--- src/rtl/seg_pkg.sv ---
// Shared types and constants for the seven-segment display scheduler.
// Includes the round-robin pick used by both arbitration points.
package seg_pkg;

  typedef enum logic [1:0] {
    IDLE = 2'd0,
    CONV = 2'd1,
    HOLD = 2'd2
  } state_e;

  localparam int          NREQ    = 3;
  localparam int          DIGIT_W = 4;
  localparam logic [31:0] BCD_MAX = 32'd9999;
  localparam logic [15:0] BCD_SAT = 16'h9999;

  // The search begins at last+1 and wraps. Candidates are visited from the
  // lowest priority to the highest, so the final hit is the winner.
  function automatic logic [1:0] rr_pick(input logic [NREQ-1:0] req,
                                         input logic [1:0]      last);
    logic [1:0] pick;
    int         cand;
    pick = last;
    for (int k = NREQ; k >= 1; k--) begin
      cand = (int'(last) + k) % NREQ;
      if (req[cand]) pick = 2'(cand);
    end
    return pick;
  endfunction

  function automatic logic [NREQ-1:0] idx_onehot(input logic [1:0] idx);
    return NREQ'(1) << idx;
  endfunction

endpackage

--- src/rtl/bin2bcd_seq.sv ---
// Sequential shift-add-3 (double dabble) converter, 14 binary bits to 4 BCD digits.
// The start edge performs the first iteration. done pulses 14 cycles after start.
module bin2bcd_seq
  import seg_pkg::*;
(
  input  logic        clk,
  input  logic        rst,
  input  logic        start,
  input  logic [13:0] bin,
  output logic        done,
  output logic [15:0] bcd
);

  logic [29:0] sh_q, sh_d;
  logic [3:0]  cnt_q, cnt_d;
  logic        run_q, run_d;
  logic        done_q, done_d;

  // Add 3 to every digit that is 5 or more, then shift the whole word left.
  function automatic logic [29:0] dd_step(input logic [29:0] s);
    logic [29:0]        t;
    logic [DIGIT_W-1:0] dig;
    t = s;
    for (int d = 0; d < 4; d++) begin
      dig = t[14 + DIGIT_W*d +: DIGIT_W];
      if (dig >= 4'd5) t[14 + DIGIT_W*d +: DIGIT_W] = dig + 4'd3;
    end
    return t << 1;
  endfunction

  always_comb begin
    sh_d   = sh_q;
    cnt_d  = cnt_q;
    run_d  = run_q;
    done_d = 1'b0;
    if (start) begin
      sh_d  = dd_step({16'd0, bin});
      cnt_d = 4'd13;
      run_d = 1'b1;
    end else if (run_q) begin
      sh_d  = dd_step(sh_q);
      cnt_d = cnt_q - 4'd1;
      if (cnt_q == 4'd1) begin
        run_d  = 1'b0;
        done_d = 1'b1;
      end
    end
  end

  always_ff @(posedge clk or posedge rst) begin
    if (rst) begin
      sh_q   <= '0;
      cnt_q  <= '0;
      run_q  <= 1'b0;
      done_q <= 1'b0;
    end else begin
      sh_q   <= sh_d;
      cnt_q  <= cnt_d;
      run_q  <= run_d;
      done_q <= done_d;
    end
  end

  assign done = done_q;
  assign bcd  = sh_q[29:14];

endmodule

--- src/rtl/seg_disp_sched.sv ---
// Round-robin scheduler that shares the 4-digit display among three requesters.
// It latches the winner's value, converts it to BCD and holds it for a minimum dwell.
//
// state | meaning
// IDLE  | no display work pending; arbitrate on any request
// CONV  | winner latched, BCD conversion running (15 cycles)
// HOLD  | new value on display, dwell counter running
module seg_disp_sched
  import seg_pkg::*;
#(
  parameter int HOLD_CYCLES = 10_000_000,
  parameter int CONV_BITS   = 14
) (
  input  logic              clk,
  input  logic              rst,
  input  logic [NREQ-1:0]   req,
  input  logic [32*NREQ-1:0] req_val,
  output logic [NREQ-1:0]   grant,
  output logic [1:0]        src,
  output logic [15:0]       bcd,
  output logic              bcd_valid,
  output logic              overflow,
  output logic              busy
);

  localparam int             HCW       = (HOLD_CYCLES > 1) ? $clog2(HOLD_CYCLES) : 1;
  localparam logic [HCW-1:0] HOLD_LOAD = HCW'(HOLD_CYCLES - 1);

  state_e          state_q, state_d;
  logic [1:0]      rr_q, rr_d;
  logic [NREQ-1:0] grant_q, grant_d;
  logic [1:0]      src_q, src_d;
  logic [15:0]     bcd_q, bcd_d;
  logic            bcd_valid_q, bcd_valid_d;
  logic            overflow_q, overflow_d;
  logic            busy_q, busy_d;
  logic [31:0]     val_q, val_d;
  logic [1:0]      idx_q, idx_d;
  logic [HCW-1:0]  hold_q, hold_d;

  logic [1:0]      arb_idx;
  logic [31:0]     arb_val;
  logic            conv_done;
  logic [15:0]     conv_bcd;

  assign arb_idx = rr_pick(req, rr_q);

  always_comb begin
    case (arb_idx)
      2'd1:    arb_val = req_val[63:32];
      2'd2:    arb_val = req_val[95:64];
      default: arb_val = req_val[31:0];
    endcase
  end

  // grant_q is high only in the first CONV cycle, so it doubles as the converter start.
  bin2bcd_seq u_bin2bcd (
    .clk   (clk),
    .rst   (rst),
    .start (|grant_q),
    .bin   (val_q[CONV_BITS-1:0]),
    .done  (conv_done),
    .bcd   (conv_bcd)
  );

  always_comb begin
    state_d     = state_q;
    rr_d        = rr_q;
    grant_d     = '0;
    src_d       = src_q;
    bcd_d       = bcd_q;
    bcd_valid_d = 1'b0;
    overflow_d  = overflow_q;
    val_d       = val_q;
    idx_d       = idx_q;
    hold_d      = hold_q;

    case (state_q)
      IDLE: begin
        if (|req) begin
          grant_d = idx_onehot(arb_idx);
          val_d   = arb_val;
          idx_d   = arb_idx;
          rr_d    = arb_idx;
          state_d = CONV;
        end
      end
      CONV: begin
        if (conv_done) begin
          src_d       = idx_q;
          overflow_d  = (val_q > BCD_MAX);
          bcd_d       = (val_q > BCD_MAX) ? BCD_SAT : conv_bcd;
          bcd_valid_d = 1'b1;
          hold_d      = HOLD_LOAD;
          state_d     = HOLD;
        end
      end
      HOLD: begin
        if (hold_q == '0) begin
          if (|req) begin
            grant_d = idx_onehot(arb_idx);
            val_d   = arb_val;
            idx_d   = arb_idx;
            rr_d    = arb_idx;
            state_d = CONV;
          end else begin
            state_d = IDLE;
          end
        end else begin
          hold_d = hold_q - HCW'(1);
        end
      end
      default: state_d = IDLE;
    endcase

    busy_d = (state_d != IDLE);
  end

  always_ff @(posedge clk or posedge rst) begin
    if (rst) begin
      state_q     <= IDLE;
      rr_q        <= 2'd2;
      grant_q     <= '0;
      src_q       <= 2'd0;
      bcd_q       <= 16'h0000;
      bcd_valid_q <= 1'b0;
      overflow_q  <= 1'b0;
      busy_q      <= 1'b0;
      val_q       <= '0;
      idx_q       <= 2'd0;
      hold_q      <= '0;
    end else begin
      state_q     <= state_d;
      rr_q        <= rr_d;
      grant_q     <= grant_d;
      src_q       <= src_d;
      bcd_q       <= bcd_d;
      bcd_valid_q <= bcd_valid_d;
      overflow_q  <= overflow_d;
      busy_q      <= busy_d;
      val_q       <= val_d;
      idx_q       <= idx_d;
      hold_q      <= hold_d;
    end
  end

  assign grant     = grant_q;
  assign src       = src_q;
  assign bcd       = bcd_q;
  assign bcd_valid = bcd_valid_q;
  assign overflow  = overflow_q;
  assign busy      = busy_q;

endmodule

--- config.mk ---
export PLATFORM = sky130hd
export DESIGN_NAME = seg_disp_sched
export DESIGN_NICKNAME = d
export VERILOG_FILES = /design/src/rtl/seg_pkg.sv /design/src/rtl/bin2bcd_seq.sv /design/src/rtl/seg_disp_sched.sv
export SDC_FILE = /design/constraint.sdc
export NUM_CORES = 1
export LEC_CHECK = 0
export ABC_AREA = 1
export CAP_MARGIN = 15
export CORE_MARGIN = 4
export CORE_UTILIZATION = 48
export DETAILED_ROUTE_END_ITERATION = 7
export HOLD_SLACK_MARGIN = 0.08
export PLACE_DENSITY_LB_ADDON = 0.08
export REMOVE_ABC_BUFFERS = 1
export SYNTH_ARGS = -nofsm -noshare
export SYNTH_HDL_FRONTEND = slang
export SYNTH_SLANG_ARGS = --single-unit
--- constraint.sdc ---
create_clock -name clk -period 4.55 [get_ports clk]
set_clock_uncertainty 0.15 [all_clocks]
set_input_delay 1.1375 -clock clk [delete_from_list [all_inputs] [get_ports clk]]
set_output_delay 1.1375 -clock clk [all_outputs]
set_load 0.02 [all_outputs]
Yosys cells after proc, flatten, opt, wreduce, memory -nomap -nowiden
Cells that the tools add are included.
{ "word_totals": {"word_cells": 105, "ff_bits": 122} }
{ "op_classes": {"n_div": 3, "order_cmp": 8, "n_eq_ne": 8, "add_sub_neg": 9, "muxes": 50, "n_shift": 1, "reduce_logical": 11} }
{ "ops": {"columns": ["op", "count"], "rows": [
  ["$pmux 32 s2", 2],
  ["$lt 32x4->1 const B", 3],
  ["$mod 32x3->32 const B", 3],
  ["$mux 32", 2],
  ["$mux 30", 2],
  ["$mux 24", 2],
  ["$pmux 24 s2", 1],
  ["$gt 32x14->1 const B", 1],
  ["$logic_not 24->1", 1],
  ["$sub 24x1->24 const B", 1],
  ["$mux 2", 10],
  ["$mux 4", 5],
  ["$ge 4x3->1 const B", 4],
  ["$mux 16", 1],
  ["$mux 1", 15],
  ["$add 4x2->4 const B", 3],
  ["$mux 3", 3],
  ["$pmux 2 s2", 2],
  ["$reduce_bool 2->1", 4],
  ["$add 2x2->3 const B", 2],
  ["$bmux 1 s2", 3],
  ["$pmux 2 s3", 1],
  ["$pmux 3 s2", 1],
  ["$reduce_or 3->1", 2],
  ["other kinds (12)", 16]
]} }

Depth between registers and ports, before layout
Gate-level depths: netlist of run 1.
{ "depth": {"word_depth": 13, "ltp_mapped": 19, "mapped_depth_nobuf": 17} }

Hierarchy
From an unflattened synthesis of run 1, not the netlist that was laid out.
{ "hier_totals": {"hier_cells": 953, "area_unflattened_um2": 6985.4} }
{ "modules_own_cells": {"columns": ["module", "area_per_inst_um2", "cells_each", "instances", "seq_area_each_um2"], "rows": [
  ["seg_disp_sched", 4954.8, 709, 1, 2128.3],
  ["bin2bcd_seq", 2030.7, 244, 1, 875.8]
]} }

Worst setup path before layout of run 1
No wires, ideal clock.
{ "synth_path": {"path_kind": "input-to-reg", "start": "input port req[2]", "end": "register val_q[19]", "setup_time_ns": 0.076, "setup_slack_ns": 1.533, "path_buffers": 2, "cell_stages": 13, "arrival_ns": 2.791, "cell_sequence": "inv_1 -> o21ai_0 -> nand2_1 -> nand2_1 -> nand3_1 -> nand2_1 -> nand2_1 -> ha_1 -> buf_2 -> buf_1 -> nor2_1 -> a31o_2 -> o21ai_1"} }
{ "synth_between": {"elab_chain_len": 11, "word_cells_on_any_way": 19, "classes_between": "eq/ne (2); mux (16); reduce/logical (1)"} }
{ "synth_lines": {"columns": ["item", "line", "source"], "rows": [
  ["start, declared", "seg_disp_sched.sv:16", "input logic [NREQ-1:0] req,"],
  ["$bmux 1 s2", "seg_pkg.sv:25", "if (req[cand]) pick = 2'(cand);"],
  ["$mux 1 (not written as such) (2 in a row)", "seg_pkg.sv:25", null],
  ["$mux 2 (3 in a row)", "seg_pkg.sv:25", null],
  ["$eq 2x2->1 / $eq 2x1->1 (equally long branches)", "seg_disp_sched.sv:49", "case (arb_idx)"],
  ["$pmux 32 s2", "seg_disp_sched.sv:49", null],
  ["$mux 32 (*)", "seg_disp_sched.sv:80, seg_disp_sched.sv:100", null],
  ["$mux 32", "seg_disp_sched.sv:99", "if (hold_q == '0) begin"],
  ["$pmux 32 s2 (*)", "seg_disp_sched.sv:78", "case (state_q)"],
  ["end signal, assigned", "seg_disp_sched.sv:141", "val_q <= val_d;"],
  ["end, declared", "seg_disp_sched.sv:37", "logic [31:0] val_q, val_d;"]
]} }
Every way passes the cells marked *; elsewhere a longest branch is shown, timed or not. The select of a mux whose other input is x is not followed.
A chain may end at the register's enable or synchronous reset.

Worst setup path after layout of run 1
{ "layout_path": {"start": "input port req[2]", "end": "register val_q[9]"} }
Same word-level chain as after synthesis.

==> results of run 1 <==
## metrics by stage
stage / power, mW / setup WS, ns
floorplan: 4.35 / 0.0783
global placement: 5.23 / 0.795
detailed placement: 5.32 / 0.714
CTS: 6.71 / 1.15
global route: 7.29 / 0.803
finish: 6.65 / 1.14
## sequential cells by signal, summed over array words and instances (netlist names)
register and flops:
u_bin2bcd.sh_q 29, overflow 1, grant 3, bcd_valid 1, u_bin2bcd.cnt_q 4, rr_q 1, bcd 16, hold_q 24
u_bin2bcd.done 1, src 2, val_q 32, busy 1, idx_q 2, state_q 2, u_bin2bcd.run_q 1
## cell usage after synthesis, types with 2 or more instances
| master | count | share of area, % |
|---|---|---|
| nand3_1 | 52 | 3.9 |
| buf_6 | 4 | 0.68 |
| xor2_1 | 10 | 1.3 |
| o221ai_1 | 12 | 1.6 |
| o21ai_1 | 40 | 3.0 |
| nor2_4 | 2 | 0.34 |
| a31oi_1 | 22 | 2.1 |
| a21oi_1 | 15 | 1.1 |
| inv_1 | 100 | 5.6 |
| o22ai_1 | 6 | 0.56 |
| o21ai_2 | 9 | 1.2 |
| nand2_4 | 2 | 0.34 |
| or2_2 | 9 | 0.85 |
| nor2_2 | 2 | 0.19 |
| o211ai_1 | 2 | 0.23 |
| clkbuf_1 | 19 | 1.1 |
| inv_2 | 2 | 0.11 |
| nand2_2 | 4 | 0.38 |
| nand4_1 | 12 | 1.1 |
| dfrtp_1 | 119 | 45 |
| nor2_1 | 94 | 5.3 |
| ha_1 | 17 | 3.2 |
| a31o_2 | 12 | 1.6 |
| nand2_1 | 248 | 14 |
| buf_2 | 9 | 0.68 |
| o21ai_0 | 39 | 2.9 |
| nor3_1 | 2 | 0.15 |
## layer usage
metal | vias up | wire length (um)
li1 | 3094 | -
met1 | 2692 | 7180
met2 | 165 | 6990
met3 | 24 | 918
met4 | 0 | 254
met5 | - | 0
## worst paths after layout
path                            startpoint                 end  slack [ns]  cells after the start
max in group asynchronous              rst  u_bin2bcd.cnt_q[3]        2.57                      3
min in group asynchronous              rst          state_q[0]        0.97                      2
worst max register to register     rr_q[1]            val_q[9]        1.38                     15
worst max-delay path                req[2]            val_q[9]        1.14                     14
worst min-delay path               bcd[13]             bcd[13]        0.33                      2
worst min register to register     bcd[13]             bcd[13]        0.33                      2
## worst register-to-register path, cell delays in order (launching register included)
cell and delay, ns:
dfstp_2 0.57, inv_1 0.07, ha_1 0.32, inv_1 0.11, nor3_1 0.25, inv_1 0.06
nand2_1 0.06, nand2_1 0.04, nand2_1 0.10, inv_1 0.07, ha_2 0.54, buf_4 0.35
nor2_1 0.09, a31oi_1 0.16, nand2_1 0.08, o21ai_1 0.08
## cells by family after synthesis
family	Yosys count	share of synthesized area [%]
simple gates	431	27.3
flops	120	45.1
buf+inv	139	8.60
compound gates	158	14.4
fa+ha+maj	17	3.19
xor+xnor	11	1.45
## final cells by class
| cell class | count | area, um^2 |
|---|---|---|
| multi-input cells | 617 | 3090 |
| well taps | 176 | 220 |
| clock buffers | 24 | 492 |
| flip-flops and latches | 120 | 3000 |
| clock inverters | 8 | 118 |
| inverters | 105 | 403 |
| repair buffers | 133 | 1310 |
| fillers | 1202 | 4770 |
## layout by cell type (no fill, tap or decap), drive strengths merged, types with 7 or more instances in the layout
master and count:
dfrtp 119, inv 102, nand3 54, xor2 10, clkinv 7, nor2 98, a31o 12, nand4 12
clkdlybuf4s50 124, clkbuf 24, a31oi 22, ha 17, o221ai 12, buf 9, or2 9, nand2 254
a21oi 15, o21ai 88
## report_power, final
part / total (mW) / switching (mW) / internal [mW]
logic: 3.53 / 2.13 / 1.39
clock network: 1.38 / 0.464 / 0.915
registers: 1.74 / 0.249 / 1.49
==> impl_results.md, run 1 <==
* Residual DRC count at 0
* Buffers & Inverters on Critical Path at 3
* Slowest CP cell: ha_2
* CP startpoint kind: input pin
* Min Tclk post-route at 3.41 ns
* Power per Cell Area at 770 mW/mm^2
* Area Overhead vs Synth at 29.6%
* Core footprint at 0.0134 mm^2
* Final net count at 1,112
* Cell Chain, Critical Path: clkdlybuf4s50_1, inv_1, o21ai_0, nand2_1, nand2_1, nand3_1, nand2_1, nand2_1, ha_2, buf_4, nor2_1, a31oi_1, nand2_1, o21ai_1
* ANT nets after route at 0
* Via count at 5,975
* First-pass GRT wire length at 26,300 um
* Die area at 0.0158 mm^2
* Dominant synthesized flop cell: dfrtp_1
* Flops & latches, synth at 120
* Maxcap violations at 0
* Largest net degree at the start of global routing at 44
* Post-synthesis cell type count at 39
* Total Neg Setup Slack at 0 ns
* Initial core utilization at 49.7%
* GR Layer Usage met2 at 32.2%
* GRT Max-Usage Layer: met2
* Non-Filler Instances at 1,183
* GRT Residual Overflow at 0
* F_max at 293 MHz
* Clock Tree Root: clkbuf_16
* Setup Crit Path Kind: input pin to flip-flop
* Final hold slack at 0.329 ns
* Clock transition at path regs at 0.05 ns
* Hold_buf cts at 0
* GRT Total Usage at 20.0%
* CP Max Fanout at 26
* Layout cells sized above 1 at 8.74%
* Vias per cell at 5.05
* Status: finished, final reports clean
* CP Data Required Time at 4.74 ns
* Peak VDD IR at 0.540 mV
* Core Util, Final at 64.4%
* CP peak stage delay at 0.55 ns
* Router iterations before antenna repair at 5
* Arr. time, crit path at 3.61 ns
* Total Wirelength at 15,300 um
* Number of diodes at 0
* Final period util at 75.0%
* Placed wire-length estimate at 10,900 um
* # IOs at 125
* Die width at 126 um
* Initial antenna violation count at 0
* Num rows at 42
* RSZ-0062 raised after global routing: no
* CTS resizes at 0
* EDFF count, synth at 0
* Avg Inst Size Synth at 7.60 um^2
* Finish-stage setup viols at 0
* Slew @ Worst Pin at 0.847 ns
* Seq/Total Area, Yosys at 45.1%
* Met1 usage at 26.0%
* Final GP Congestion at 0.902
* Worst-Skew Late Latency at 0.42 ns
* Leakage power at 3.93 nW
* Design Area, Final at 0.00863 mm^2
* CP dominant cell by count: nand2_1
* Worst Hold Class: flip-flop to flip-flop
* Max transition margin at 43.2%
* Grt met3 use at 5.76%
* Cell family with most CP delay: buffers and inverters
* Vias in the first global route at 5,733
* Die extent in y at 126 um
* CTS H-Tree Depth at 4
* Synth Instances at 876
* Clock sinks at 120
* Count of final hold-check violations at 0
* Routed WL per cell at 13.0 um
* Num CTS Buffers at 17
* Max Root-Sink Buffers at 2
* Max Slew Vio Count at 0
* Mapped Area at 0.00666 mm^2
* Fraction of registers with async set or reset after synthesis at 100%
* CTS tree: yes
* DP Cell Count at 1,151
* Placed Area at 0.00802 mm^2
* PortBufs at 124
* Worst setup EP type: flip-flop
* Post-CTS Setup Bufs at 0
* Synth warn at 0
* DR iter-0 viols at 337
No activity file was read; power rests on OpenSTA's default activity.
==> inputs of run 2 (changes only) <==
--- a/config.mk
+++ b/config.mk
@@ -8,7 +8,7 @@
 export ABC_AREA = 1
 export CAP_MARGIN = 15
 export CORE_MARGIN = 4
-export CORE_UTILIZATION = 48
+export CORE_UTILIZATION = 50
 export DETAILED_ROUTE_END_ITERATION = 7
 export HOLD_SLACK_MARGIN = 0.08
 export PLACE_DENSITY_LB_ADDON = 0.08
==> constraint.sdc (replaced) <==
create_clock -name clk -period 3.3 [get_ports clk]
set_clock_uncertainty 0.15 [all_clocks]
set_input_delay 0.825 -clock clk [delete_from_list [all_inputs] [get_ports clk]]
set_output_delay 0.825 -clock clk [all_outputs]
set_load 0.02 [all_outputs]
==> run 2 against run 1 <==
  * Clock-buffer cell count down 3
  * Flip-flop and latch count unchanged
  * Utilization grew 3.6 points
  * Register-to-register slack got worse by 0.95 ns
  * Non-clock buffer count up 7
  * Highest routed layer unchanged
  * Power rose by 45%
  * Combinational power rose by 52%
==> impl_results.md, run 2 (same netlist as run 1, synthesis figures left out) <==
* Crit path from: rr_q[1]
* Placed wire-length estimate at 11,100 um (+2.5%)
* CTS H-Tree Depth at 4 (unchanged)
* Cell Chain, Critical Path: inv_1, ha_1, inv_1, nor3_1, inv_1, nand2_1, nand2_1, nand2_1, inv_1, ha_2, buf_12, nor2_1, a31o_2, o21ai_1
* Power per Cell Area at 1100 mW/mm^2 (+43%)
* Via count at 6,095 (+2.0%)
* Slowest CP cell: dfstp_2
* Hold path start: bcd[14]
* Min Tclk post-route at 2.87 ns
* Status: finished, final reports clean
* Layout cells sized above 1 at 9.48% (+0.74 points)
* CTS resizes at 0 (unchanged)
* GRT Residual Overflow at 0 (unchanged)
* Vias in the first global route at 6,012 (+4.9%)
* Initial core utilization at 51.9% (+2.2 points)
* Sequential cell area at 0.00300 mm^2 (unchanged)
* CTS tree: yes
* Design Power at 9.63 mW (+45%)
* Residual DRC count at 0 (unchanged)
* Arr. time, crit path at 3.05 ns (-0.56 ns)
* Cell family with most CP delay: adder cells
* Largest net degree at the start of global routing at 54 (+23%)
* Register-to-Register Path Depth at 14 (-1)
* Worst setup EP type: flip-flop
* Max Slew Vio Count at 0 (unchanged)
* CP dominant cell by count: inv_1
* Final GP Congestion at 0.907 (+0.59%)
* Number of diodes at 0 (unchanged)
* Initial antenna violation count at 0 (unchanged)
* Max transition margin at 41.2% (-1.9 points)
* Commonest non-fill, non-tap cells in the layout: 248 x nand2_1, 124 x clkdlybuf4s50_1, 119 x dfrtp_1, 99 x inv_1, 94 x nor2_1
* First-pass GRT wire length at 27,400 um (+4.1%)
* Placed Area at 0.00813 mm^2 (+1.4%)
* Worst-Skew Late Latency at 0.41 ns (about the same)
* Router iterations before antenna repair at 6 (+1)
* Peak VDD IR at 0.957 mV (+77%)
* Internal reg-to-reg setup slack at 0.43 ns (-0.95 ns)
* Clock Tree Root: clkbuf_16
* # fillers at 1,121 (-6.7%)
* F_max at 349 MHz
* Clock sinks at 120 (unchanged)
* Buffers & Inverters on Critical Path at 5 (+2)
* Post-CTS Setup Bufs at 0 (unchanged)
* Worst Setup EP: val_q[19]
* Num rows at 41 (-2.4%)
* # IOs at 125 (unchanged)
* Final period util at 86.9%
* Area Overhead vs Synth at 31.0%
* Multi-input gate area at 0.00309 mm^2 (unchanged)
* Final hold slack at 0.330 ns (+0.00113 ns)
* Slew @ Worst Pin at 0.876 ns (+0.0289 ns)
* Die width at 123 um (-1.9%)
* Max Root-Sink Buffers at 2 (unchanged)
* WP depth at 14 (unchanged)
* Core footprint at 0.0128 mm^2 (-4.3%)
* Worst Hold Class: flip-flop to flip-flop
* GRT Total Usage at 22.6% (+2.6 points)
* Total Neg Setup Slack at 0 ns (unchanged)
* Most flops, register: val_q
* Setup Crit Path Kind: flip-flop to flip-flop
* Commonest non-fill, non-tap cell in the layout: nand2_1
* Hold_buf cts at 0 (unchanged)
* Max reg flops at 32 (unchanged)
* ANT nets after route at 0 (unchanged)
* Die area at 0.0152 mm^2 (-3.7%)
* Vias per cell at 5.14 (+1.8%)
* Maxcap violations at 0 (unchanged)
* Clock transition at path regs at 0.05 ns (about the same)
* Worst flop-to-flop path startpoint: rr_q[1]
* CP startpoint kind: flip-flop
* PortBufs at 124 (unchanged)
* Count of final hold-check violations at 0 (unchanged)
* Die extent in y at 123 um (-1.9%)
* Largest regs: val_q (32), u_bin2bcd.sh_q (29), hold_q (24)
* End of the worst register-to-register path: val_q[19]
* Finish-stage setup viols at 0 (unchanged)
* Num CTS Buffers at 17 (unchanged)
* CP Max Fanout at 20 (-23%)
* Routed WL per cell at 13.4 um (+3.6%)
* Leakage power at 3.99 nW (+1.4%)
* RSZ-0062 raised after global routing: no
* Total Wirelength at 15,900 um (+3.7%)
* CP peak stage delay at 0.57 ns (+0.02 ns)
* Final net count at 1,119 (+0.63%)
* Design Area, Final at 0.00873 mm^2 (+1.1%)
* DR iter-0 viols at 393 (+17%)
* CP Data Required Time at 3.48 ns (-1.26 ns)
-- run 2: changes by cell type in the layout (fill, tap and decap cells not counted), sizes merged --
cell / before / now
clkinvlp: 1 / 0
buf: 9 / 16
clkbuf: 24 / 21
clkinv: 7 / 10
-- run 2: how the worst min path moves through the flow --
| stage | endpoint | slack (ns) | cells after the start |
|---|---|---|---|
| finish | bcd[14] | 0.33 | 2 |
| global route | u_bin2bcd.cnt_q[3] | 0.35 | 1 |
| CTS | bcd[14] | 0.33 | 2 |
| detailed placement | bcd[14] | 0.32 | 2 |
| global placement | src[1] | 0.31 | 2 |
| floorplan | src[1] | 0.29 | 2 |
-- run 2: power by group --
group	total, mW	internal, mW	switching (mW)
Combinational	5.35	2.27	3.09
Sequential	2.40	2.06	0.345
Clock	1.87	1.23	0.641
Total	9.63	5.56	4.07
-- run 2: cell type report --
type | count | share of cell area, %
clock inverters | 10 | 1.43
repair buffers | 140 | 16.3
clock buffers | 21 | 5.39
flip-flops and latches | 120 | 34.4
multi-input cells | 617 | 35.4
well taps | 172 | 2.47
inverters | 105 | 4.62
-- run 2: metrics by stage --
step	setup WS, ns	cells	util [%]
finish	0.433	1185	68.1
CTS	0.439	1185	68.1
detailed placement	0.0130	1154	63.4
floorplan	-0.859	842	-
global placement	0.0860	1154	63.4
global route	0.202	1185	68.1
-- run 2: per-layer routing --
layer	up-vias	routed length (um)	GRT usage, %
met4	0	237	7.75
met1	2827	7050	28.2
met3	22	906	6.63
met2	152	7720	37.6
li1	3094	-	-
met5	-	0	0
-- run 2: worst register-to-register path, delay by kind of cell, from the launching register on --
kind,cells,cell delay [ns]
AND/OR/NAND/NOR,5,0.49
flip-flops,1,0.57
buffers and inverters,5,0.47
adder cells (fa/ha/maj),2,0.75
AO/OA/AOI/OAI,2,0.35
==> inputs of run 3 (changes only) <==
--- a/config.mk
+++ b/config.mk
@@ -11,7 +11,7 @@
 export CORE_UTILIZATION = 50
 export DETAILED_ROUTE_END_ITERATION = 7
 export HOLD_SLACK_MARGIN = 0.08
-export PLACE_DENSITY_LB_ADDON = 0.08
+export PLACE_DENSITY = 0.75
 export REMOVE_ABC_BUFFERS = 1
 export SYNTH_ARGS = -nofsm -noshare
 export SYNTH_HDL_FRONTEND = slang
==> run 3 against run 2 <==
  * Utilization fell by 0.29 points
  * Wire length down 2.3%
  * First-iteration DRC count fell by 3.3%
  * Hold slack worse by 0.0010 ns
  * Critical path type unchanged
  * Critical endpoint is now val_q[8]
  * Largest cell class unchanged
  * Largest power group unchanged
  * Highest routed layer unchanged
==> impl_results.md, run 3 (same netlist as run 1, synthesis figures left out) <==
* Clock sinks at 120 (unchanged)
* Power per Cell Area at 1080 mW/mm^2 (-1.9%)
* Num rows at 41 (unchanged)
* Maxcap violations at 0 (unchanged)
* # fillers at 1,081 (-3.6%)
* Largest net degree at the start of global routing at 55 (+1.9%)
* Total Wirelength at 15,600 um (-2.3%)
* Vias per cell at 5.09 (-1.1%)
* Via count at 6,017 (-1.3%)
* Leakage power at 3.95 nW (-1.0%)
* Cell Chain, Critical Path: inv_1, ha_1, inv_1, nor3_1, inv_1, nand2_1, nand2_1, nand2_1, inv_1, ha_2, buf_12, nor2_1, a31oi_1, nand2_1, o21ai_1
* Peak VDD IR at 1.09 mV (+14%)
* Status: finished, final reports clean
* Arr. time, crit path at 3.06 ns (about the same)
* Commonest non-fill, non-tap cells in the layout: 248 x nand2_1, 124 x clkdlybuf4s50_1, 119 x dfrtp_1, 99 x inv_1, 94 x nor2_1
* Hold_buf cts at 0 (unchanged)
* Hold path start: bcd[9]
* Initial core utilization at 51.9% (unchanged)
* Max reg flops at 32 (unchanged)
* Final period util at 87.1% (+0.19 points)
* Routed WL per cell at 13.1 um (-2.1%)
* CTS resizes at 0 (unchanged)
* Min Tclk post-route at 2.87 ns (+0.00622 ns)
* Core footprint at 0.0128 mm^2 (unchanged)
* Worst Hold End: bcd[9]
* Commonest non-fill, non-tap cell in the layout: nand2_1
* First-pass GRT wire length at 26,600 um (-3.0%)
* Num CTS Buffers at 17 (unchanged)
* CP Max Fanout at 43 (+110%)
* End of the worst register-to-register path: val_q[8]
* Most flops, register: val_q
* Router iterations before antenna repair at 5 (-1)
* Internal reg-to-reg setup slack at 0.43 ns (about the same)
* Worst flop-to-flop path startpoint: rr_q[1]
* Initial antenna violation count at 0 (unchanged)
* Setup Crit Path Kind: flip-flop to flip-flop
* PortBufs at 124 (unchanged)
* Worst-Skew Late Latency at 0.42 ns (about the same)
* Final net count at 1,116 (-0.27%)
* CP peak stage delay at 0.56 ns (about the same)
* Post-CTS Setup Bufs at 0 (unchanged)
* Vias in the first global route at 5,811 (-3.3%)
* GRT Residual Overflow at 0 (unchanged)
* Placed wire-length estimate at 11,100 um (-0.37%)
* Count of final hold-check violations at 0 (unchanged)
* Slowest CP cell: dfstp_2
* GRT Total Usage at 22.1% (-0.55 points)
* # IOs at 125 (unchanged)
* Design Power at 9.40 mW (-2.4%)
* WP depth at 15 (+1)
* Slew @ Worst Pin at 0.843 ns (-0.0331 ns)
* Non-Filler Instances at 1,183 (-0.17%)
* Die extent in y at 123 um (unchanged)
* F_max at 348 MHz (-0.22%)
* WHS Path Cells at 2 (unchanged)
* DP Cell Count at 1,151 (-0.26%)
* CTS H-Tree Depth at 4 (unchanged)
* Worst Hold Class: flip-flop to flip-flop
* Finish-stage setup viols at 0 (unchanged)
* Largest regs: val_q (32), u_bin2bcd.sh_q (29), hold_q (24)
* CP Data Required Time at 3.49 ns (about the same)
* Buffers & Inverters on Critical Path at 5 (unchanged)
* CP startpoint kind: flip-flop
* Max transition margin at 43.4% (+2.2 points)
* Number of diodes at 0 (unchanged)
* Final GP Congestion at 0.933 (+2.9%)
* Max Root-Sink Buffers at 2 (unchanged)
* Max Slew Vio Count at 0 (unchanged)
* CTS tree: yes
* Layout cells sized above 1 at 9.30% (-0.18 points)
* Residual DRC count at 0 (unchanged)
* RSZ-0062 raised after global routing: no
* Clock transition at path regs at 0.05 ns (about the same)
* Register-to-Register Path Depth at 15 (+1)
* Worst setup EP type: flip-flop
* DR iter-0 viols at 380 (-3.3%)
* Area Overhead vs Synth at 30.5%
* Clock Tree Root: clkbuf_16
* Cell family with most CP delay: adder cells
* Die area at 0.0152 mm^2 (unchanged)
* ANT nets after route at 0 (unchanged)
* Die width at 123 um (unchanged)
-- run 3: changes by cell type in the layout (fill, tap and decap cells not counted) --
cell / before / now
clkinv_4: 1 / 3
clkinv_2: 8 / 4
buf_4: 11 / 9
buf_12: 5 / 4
clkinvlp_4: 0 / 4
bufinv_16: 3 / 2
-- run 3: report_power, final --
part | switching [mW] | leakage [nW] | internal (mW)
registers | 0.353 | 1.50 | 2.06
clock network | 0.655 | 0.281 | 1.17
logic | 3.03 | 2.17 | 2.13
total | 4.04 | 3.95 | 5.36
-- run 3: per-stage QoR --
step	TNS [ns]	hold slack (ns)	instance area, um^2	setup WS [ns]	utilization (%)
after detailed placement	0	0.320	8100	0.0691	63.1
after floorplan	-102.66	0.292	6490	-0.859	-
after CTS	0	0.333	8690	0.426	67.8
after global placement	0	0.316	8100	0.0952	63.1
final	0	0.329	8690	0.427	67.8
after global routing	0	0.355	8690	0.148	67.8
-- run 3: area by class of cell --
cell class                      count  area, um^2  share of cell area, %
Tap cell                          172         215                   2.48
Multi-Input combinational cell    617        3090                   35.5
Sequential cell                   120        3000                   34.6
Clock buffer                       21         470                   5.41
Timing Repair Buffer              137        1390                   16.0
Clock inverter                     11         123                   1.41
Inverter                          105         403                   4.64
-- run 3: tightest hold or removal path, stage by stage, from the launching register on --
cell	delay [ns]
dfrtp_1	0.34
nand2_1	0.06
o21ai_2	0.04
-- run 3: layer usage --
layer  share of wire (%)  up-vias  global-route usage, %  wire, um
met1                  46     2722                   28.6      7120
met3                 6.8       20                   7.00      1050
met5                   0        -                      0         0
met2                  46      180                   35.2      7120
li1                    -     3095                      -         -
met4                 1.6        0                   7.27       256
-- run 3: worst max path at each step --
stage / start / end / slack [ns]
floorplan: rst / bcd[0] / -0.86
global placement: req[2] / val_q[8] / 0.1
detailed placement: req[2] / val_q[8] / 0.07
CTS: rr_q[1] / val_q[8] / 0.43
global route: rr_q[1] / val_q[8] / 0.15
finish: rr_q[1] / val_q[8] / 0.43
